**src/rtl/alu_arbiter.sv**
```systemverilog
// Round-robin arbiter sharing one combinational ALU between two requesters.
// Define ALU_ARB_STATS_EN to add saturating per-port grant counters.
module alu_arbiter #(
  parameter int WIDTH = 32,
  parameter int OPW   = 3
) (
  input  logic             clk,
  input  logic             reset_n,
  input  logic             req0_valid,
  output logic             req0_ready,
  input  logic [WIDTH-1:0] req0_op1,
  input  logic [WIDTH-1:0] req0_op2,
  input  logic [OPW-1:0]   req0_aluop,
  output logic             resp0_valid,
  input  logic             resp0_ready,
  output logic [WIDTH-1:0] resp0_out,
  output logic             resp0_zero,
  input  logic             req1_valid,
  output logic             req1_ready,
  input  logic [WIDTH-1:0] req1_op1,
  input  logic [WIDTH-1:0] req1_op2,
  input  logic [OPW-1:0]   req1_aluop,
  output logic             resp1_valid,
  input  logic             resp1_ready,
  output logic [WIDTH-1:0] resp1_out,
  output logic             resp1_zero,
  output logic [WIDTH-1:0] alu_op1,
  output logic [WIDTH-1:0] alu_op2,
  output logic [OPW-1:0]   alu_aluop,
  input  logic [WIDTH-1:0] alu_out,
  input  logic             alu_zero,
  output logic             busy
`ifdef ALU_ARB_STATS_EN
  ,
  output logic [15:0]      grant_cnt0,
  output logic [15:0]      grant_cnt1
`endif
);

  typedef enum logic [1:0] {
    IDLE,
    EXEC,
    RESP
  } state_t;

  state_t           state_q, state_d;
  logic             last_q, last_d;
  logic             gnt_q, gnt_d;
  logic [WIDTH-1:0] op1_q, op1_d;
  logic [WIDTH-1:0] op2_q, op2_d;
  logic [OPW-1:0]   aop_q, aop_d;
  logic [WIDTH-1:0] res_q, res_d;
  logic             zero_q, zero_d;
  logic             sel;
  logic             take;
  logic             rel;

  // Ties go to whichever port did not win last time.
  always_comb begin
    sel = 1'b0;
    unique case (1'b1)
      req0_valid && req1_valid: sel = ~last_q;
      req1_valid && !req0_valid: sel = 1'b1;
      default: sel = 1'b0;
    endcase
  end

  assign take = reset_n && (state_q == IDLE)
             && (req0_valid || req1_valid);
  assign req0_ready = take && !sel;
  assign req1_ready = take && sel;
  assign rel = (state_q == RESP)
            && (gnt_q ? resp1_ready : resp0_ready);

  always_comb begin
    state_d = state_q;
    last_d  = last_q;
    gnt_d   = gnt_q;
    op1_d   = op1_q;
    op2_d   = op2_q;
    aop_d   = aop_q;
    res_d   = res_q;
    zero_d  = zero_q;
    case (state_q)
      IDLE: begin
        if (take) begin
          op1_d   = sel ? req1_op1 : req0_op1;
          op2_d   = sel ? req1_op2 : req0_op2;
          aop_d   = sel ? req1_aluop : req0_aluop;
          gnt_d   = sel;
          state_d = EXEC;
        end
      end
      EXEC: begin
        res_d   = alu_out;
        zero_d  = alu_zero;
        state_d = RESP;
      end
      RESP: begin
        if (rel) begin
          last_d  = gnt_q;
          state_d = IDLE;
        end
      end
      default: state_d = IDLE;
    endcase
  end

  always_ff @(posedge clk or negedge reset_n) begin
    if (!reset_n) begin
      state_q <= IDLE;
      last_q  <= 1'b1;
      gnt_q   <= 1'b0;
      op1_q   <= '0;
      op2_q   <= '0;
      aop_q   <= '0;
      res_q   <= '0;
      zero_q  <= 1'b0;
    end else begin
      state_q <= state_d;
      last_q  <= last_d;
      gnt_q   <= gnt_d;
      op1_q   <= op1_d;
      op2_q   <= op2_d;
      aop_q   <= aop_d;
      res_q   <= res_d;
      zero_q  <= zero_d;
    end
  end

  assign alu_op1     = op1_q;
  assign alu_op2     = op2_q;
  assign alu_aluop   = aop_q;
  assign resp0_valid = (state_q == RESP) && !gnt_q;
  assign resp1_valid = (state_q == RESP) && gnt_q;
  assign resp0_out   = res_q;
  assign resp1_out   = res_q;
  assign resp0_zero  = zero_q;
  assign resp1_zero  = zero_q;
  assign busy        = (state_q != IDLE);

`ifdef ALU_ARB_STATS_EN
  logic [15:0] cnt0_q, cnt1_q;

  always_ff @(posedge clk or negedge reset_n) begin
    if (!reset_n) begin
      cnt0_q <= '0;
      cnt1_q <= '0;
    end else begin
      if (req0_valid && req0_ready && cnt0_q != 16'hFFFF)
        cnt0_q <= cnt0_q + 16'd1;
      if (req1_valid && req1_ready && cnt1_q != 16'hFFFF)
        cnt1_q <= cnt1_q + 16'd1;
    end
  end

  assign grant_cnt0 = cnt0_q;
  assign grant_cnt1 = cnt1_q;
`endif

endmodule
```
**config.mk**
```make
export PLATFORM = sky130hd
export DESIGN_NAME = alu_arbiter
export DESIGN_NICKNAME = d
export VERILOG_FILES = /design/src/rtl/alu_arbiter.sv
export SDC_FILE = /design/constraint.sdc
export NUM_CORES = 1
export LEC_CHECK = 0
export ABC_AREA = 1
export BUFFER_PORTS_ARGS = -buffer_cell sky130_fd_sc_hd__buf_2
export CAP_MARGIN = 0
export CORE_ASPECT_RATIO = 0.5
export CORE_MARGIN = 3
export CORE_UTILIZATION = 44
export CTS_CLUSTER_DIAMETER = 30
export DETAILED_ROUTE_END_ITERATION = 6
export GPL_TIMING_DRIVEN = 0
export PLACE_DENSITY = 0.81
export REMOVE_ABC_BUFFERS = 1
export SYNTH_ARGS = -nofsm -noshare
export SYNTH_HDL_FRONTEND = slang
export SYNTH_SLANG_ARGS = --single-unit
```
**constraint.sdc**
```tcl
create_clock -name clk -period 1.7 [get_ports clk]
set_input_delay 0.17 -clock clk [delete_from_list [all_inputs] [get_ports clk]]
set_output_delay 0.17 -clock clk [all_outputs]
set_load 0.01 [all_outputs]
```
Yosys cells after proc, flatten, opt, wreduce, memory -nomap -nowiden
Cells that the tools add are included.

Reductions and logical operators: 18. Mux-type cells: 8. Bitwise logic cells: 1. Eq/ne operators: 4.

Operator list (count): $mux 32 (2); $logic_and 1x1->1 (9); $pmux 2 s3 (1); $reduce_and 2->1 (3); $mux 2 (2); $ne 2x2->1 const B (2); $logic_not 1->1 (3); $mux 3 (1); $eq 2x1->1 const B (1); $eq 2x2->1 const B (1); $logic_not 2->1 (1); $pmux 1 s2 (1); $reduce_bool 2->1 (1); $logic_or 1x1->1 (1); $mux 1 (1); $not 1->1 (1).

Bits in registers: 104. Word-level logic and storage cells: 39. Input bits: 173.

Depth between registers and ports, before layout
Word-level depth: 5. Gate-level depth with buffers: 8. Gate-level depth less buffers: 6.

Worst setup path after synthesis
No wires, ideal clock.

Kind: reg-to-output. Start point: reg last_q. End point: out req0_ready. Arrival time: 1184 ps. Path slack: 346 ps. Stages on the path, launching flop included: 7. Cells stage by stage: dfstp_2 -> nand2_2 -> nand2_2 -> buf_4 -> buf_4 -> inv_1 -> nor2_1.

Word-level cells in the longest chain between the ends: 4.

RTL lines: start: declaration (RTL line 47) `logic last_q, last_d;`; start signal: assignment (RTL line 121) `last_q <= last_d;`; $not 1->1 (RTL line 62) `req0_valid && req1_valid: sel = ~last_q;`; $pmux 1 s2 (RTL line 61) `unique case (1'b1)`; $logic_not 1->1 (RTL line 70) `assign req0_ready = take && !sel;`; $logic_and 1x1->1 (RTL line 70); end: declaration (RTL line 10) `output logic req0_ready,`.

Every way passes these cells.

Worst setup path in the final report
Start point: reg state_q[0]. End point: out req1_ready.

Word-level cells in the longest chain between the ends: 4.

RTL lines: start: declaration (RTL line 46) `state_t state_q, state_d;`; start signal: assignment (RTL line 120) `state_q <= state_d;`; $logic_not 2->1 (RTL line 68) `assign take = reset_n && (state_q == IDLE)`; $logic_and 1x1->1 (RTL line 68); $logic_and 1x1->1 (RTL line 69) `&& (req0_valid || req1_valid);`; $logic_and 1x1->1 (RTL line 71) `assign req1_ready = take && sel;`; end: declaration (RTL line 19) `output logic req1_ready,`.

Every way passes these cells.

==> flow_summary.ini <==
[outcome]
outcome = complete, no violations

[routing]
wirelength_mm = 18.47
wl_per_cell_um = 16.02
drcViolationCount = 0
firstDrtPassIters = 6
vias_per_cell = 4.977
routed-via-count = 5738
ant_nets = 0
drt-initial-drc-count = 560

[cts]
cts.root.buffer_cell = clkbuf_16
cts-buffers-inserted = 9
cts_sinks = 104
cts_tree = yes
path_clk_slew_ps = 70
htree_levels = 3
ctsLongestPathBuffers = 2
insertion_delay_ps = 340

[floorplan]
io_pins = 311
dieHeight_um = 83.32
core_mm2 = 0.01132
die_area_mm2 = 0.01338
start_util_pct = 46.48
die_x_um = 160.6
placementRows = 27

[final_layout]
fillers = 1005
regArea_mm2 = 0.002609
multiInputGateArea_mm2 = 0.002290
final_area_mm2 = 0.007348
area_growth_pct = 39.70
finalNetCount = 1162
diodes = 0
drive_above_1_share_pct = 37.63

[power]
leakagePower_nw = 4.507
p_sw_mw = 5.091
irDropWorstVdd_mv = 0.6503
power_density_mw_per_mm2 = 1624
power_frac_clock_pct = 16.9
combinationalPowerShare_pct = 46.2
p_int_mw = 6.842
switching_share_pct = 42.66
sequentialPowerShare_pct = 36.8

[timing]
rsz0062_at_grt = true
finalWorstSetupSlack_ps = 62.09
finalSetupViolations = 0
slew_violations = 0
finClkSkew_ps = 9.813
worst_pin_slew_ps = 654.7
hold_viol_final = 0
whs_ps = 49.43
relSlewSlack_pct = 56.20
fin_crit_ps = 1638
finalCritPeriodShare_pct = 96.35
tns_ps = 0
clock.fmax_mhz = 610.5

[synth]
synth_seq_cells = 104
netlist_area_mm2 = 0.005260
seq_area_frac_synth_pct = 49.50
synth-warning-count = 0
synthCells = 715
syn_avg_cell_area_um2 = 7.357
yosys.cell_types.count = 14

[global_route]
grt_pass1_vias = 5393
grt_util_all_layers_pct = 26.77
overflow = 0
grt_start_max_net_pins = 72
grt_first_pass_wirelength_mm = 28.65
grt_antenna_before_repair = 0

[worst_setup_path]
cp_cell_sequence = nor2_4 > nand2_4 > nor2_4 > buf_12 > nand2_4 > inv_2 > buf_6
critical_path.max_stage_delay_ps = 510
cp-end-kind = output port
crit_slowest_cell = dfrtp_4
required_ps = 1530
path_class = reg -> out
crit_fanout = 2
arrival_ps = 1470
cp-start-kind = flop

[placement]
portBuffers = 310
post-place-ws_ps = -1413
place_congestion = 0.8627
hpwl_mm = 10.94
placed_cell_area_mm2 = 0.006560

[flow_run]
cap_violations = 0

[hold_path]
hp-class = in -> reg
critical path, delay by kind of cell, from the launching register on:
kind	cells	cell delay (ps)
flip-flops	1	510
AND/OR/NAND/NOR	4	370
buffers and inverters	3	260
power by group through the flow:
stage               Sequential (mW)  Clock (mW)  Combinational, mW
global placement               4.40           0               4.76
detailed placement             4.44           0               4.90
CTS                            4.37        2.04               5.47
finish                         4.40        2.02               5.52
global route                   4.55        2.18               6.05
floorplan                      5.09           0               1.70
cell families (layout without fill, tap and decap cells):
kind of cell	after synthesis	count (layout)	share of synthesized area, %
AND/OR/NAND/NOR	524	531	40.39
AO/OA/AOI/OAI	1	1	0.09506
flip-flops	104	104	49.50
buffers and inverters	86	358	10.01
layout make-up:
type                    instances  area share, %
multi-input cells             532          31.16
flip-flops and latches        104          35.50
clock inverters                 6         0.6981
inverters                       7         0.4257
repair buffers                335          26.26
clock buffers                  10          3.252
well taps                     159          2.707
path summary, 6_finish.rpt:
path                             start       endpoint  slack, ps  cells past startpoint
max                         state_q[0]     req1_ready         60                      7
min                        resp1_ready         last_q         50                      3
max reg2reg                     last_q    alu_op1[11]        140                      7
min reg2reg                alu_op2[25]    alu_op2[25]        480                      2
max in group asynchronous      reset_n     state_q[1]        910                      3
min in group asynchronous      reset_n  resp0_out[23]        460                      4
synth_stat cells, drive strengths merged:
cell type    n  share of area, %
dfrtp      103                49
inv          7              0.50
dfstp        1              0.50
buf         67               8.7
o21ai        1             0.095
clkbuf      12              0.86
nand3      100               9.5
nand2      416                30
nor2         8               1.0
what timing repair did:
| action | in CTS | in global routing |
|---|---|---|
| endpoints found under the setup margin | 109 | 36 |
| buffers inserted | 12 | 2 |
| resized for setup | 23 | 12 |
| pin swaps | 5 | 4 |
| endpoints found under the hold margin | 59 | 32 |
| cloned | 10 | 0 |
state kept, by name, indices dropped and copies added, names as in the netlist:
signal,cells
gnt_q,1
resp0_zero,1
alu_op2,32
alu_aluop,3
resp0_out,32
last_q,1
state_q,2
alu_op1,32
through the flow:
stage / total power, mW / instances / util, %
final: 11.93 / 1153 / 64.93
after global routing: 12.78 / 1153 / 64.93
after CTS: 11.88 / 1145 / 63.74
after detailed placement: 9.337 / 1107 / 57.97
after global placement: 9.164 / 1105 / 57.52
after floorplan: 6.794 / 636 / -
per-layer routing:
layer	GRT usage [%]	routed length [um]	vias up
met5	0	0	-
met4	7.087	363	0
met3	4.684	1221	29
met2	45.76	9052	246
met1	35.29	7830	2724
li1	-	-	2739
cells in the final DEF, fill, tap and decap left out:
master         count
nand2_1          410
buf_2            307
dfrtp_1          101
nand3_1          100
buf_4             11
clkbuf_16          9
nand2_4            8
nor2_4             7
buf_12             5
inv_1              4
buf_6              4
nand2_8            3
clkinv_4           3
dlygate4sd3_1      3
inv_2              2
inv_6              2
bufbuf_16          2
buf_16             2
nor2_2             1
nor2_1             1
nand2_2            1
o21ai_0            1
inv_8              1
clkbuf_8           1
clkinv_2           1
buf_8              1
dfstp_2            1
dfrtp_4            1
dfrtp_2            1
Note: power is estimated with default switching activity, not from simulation.
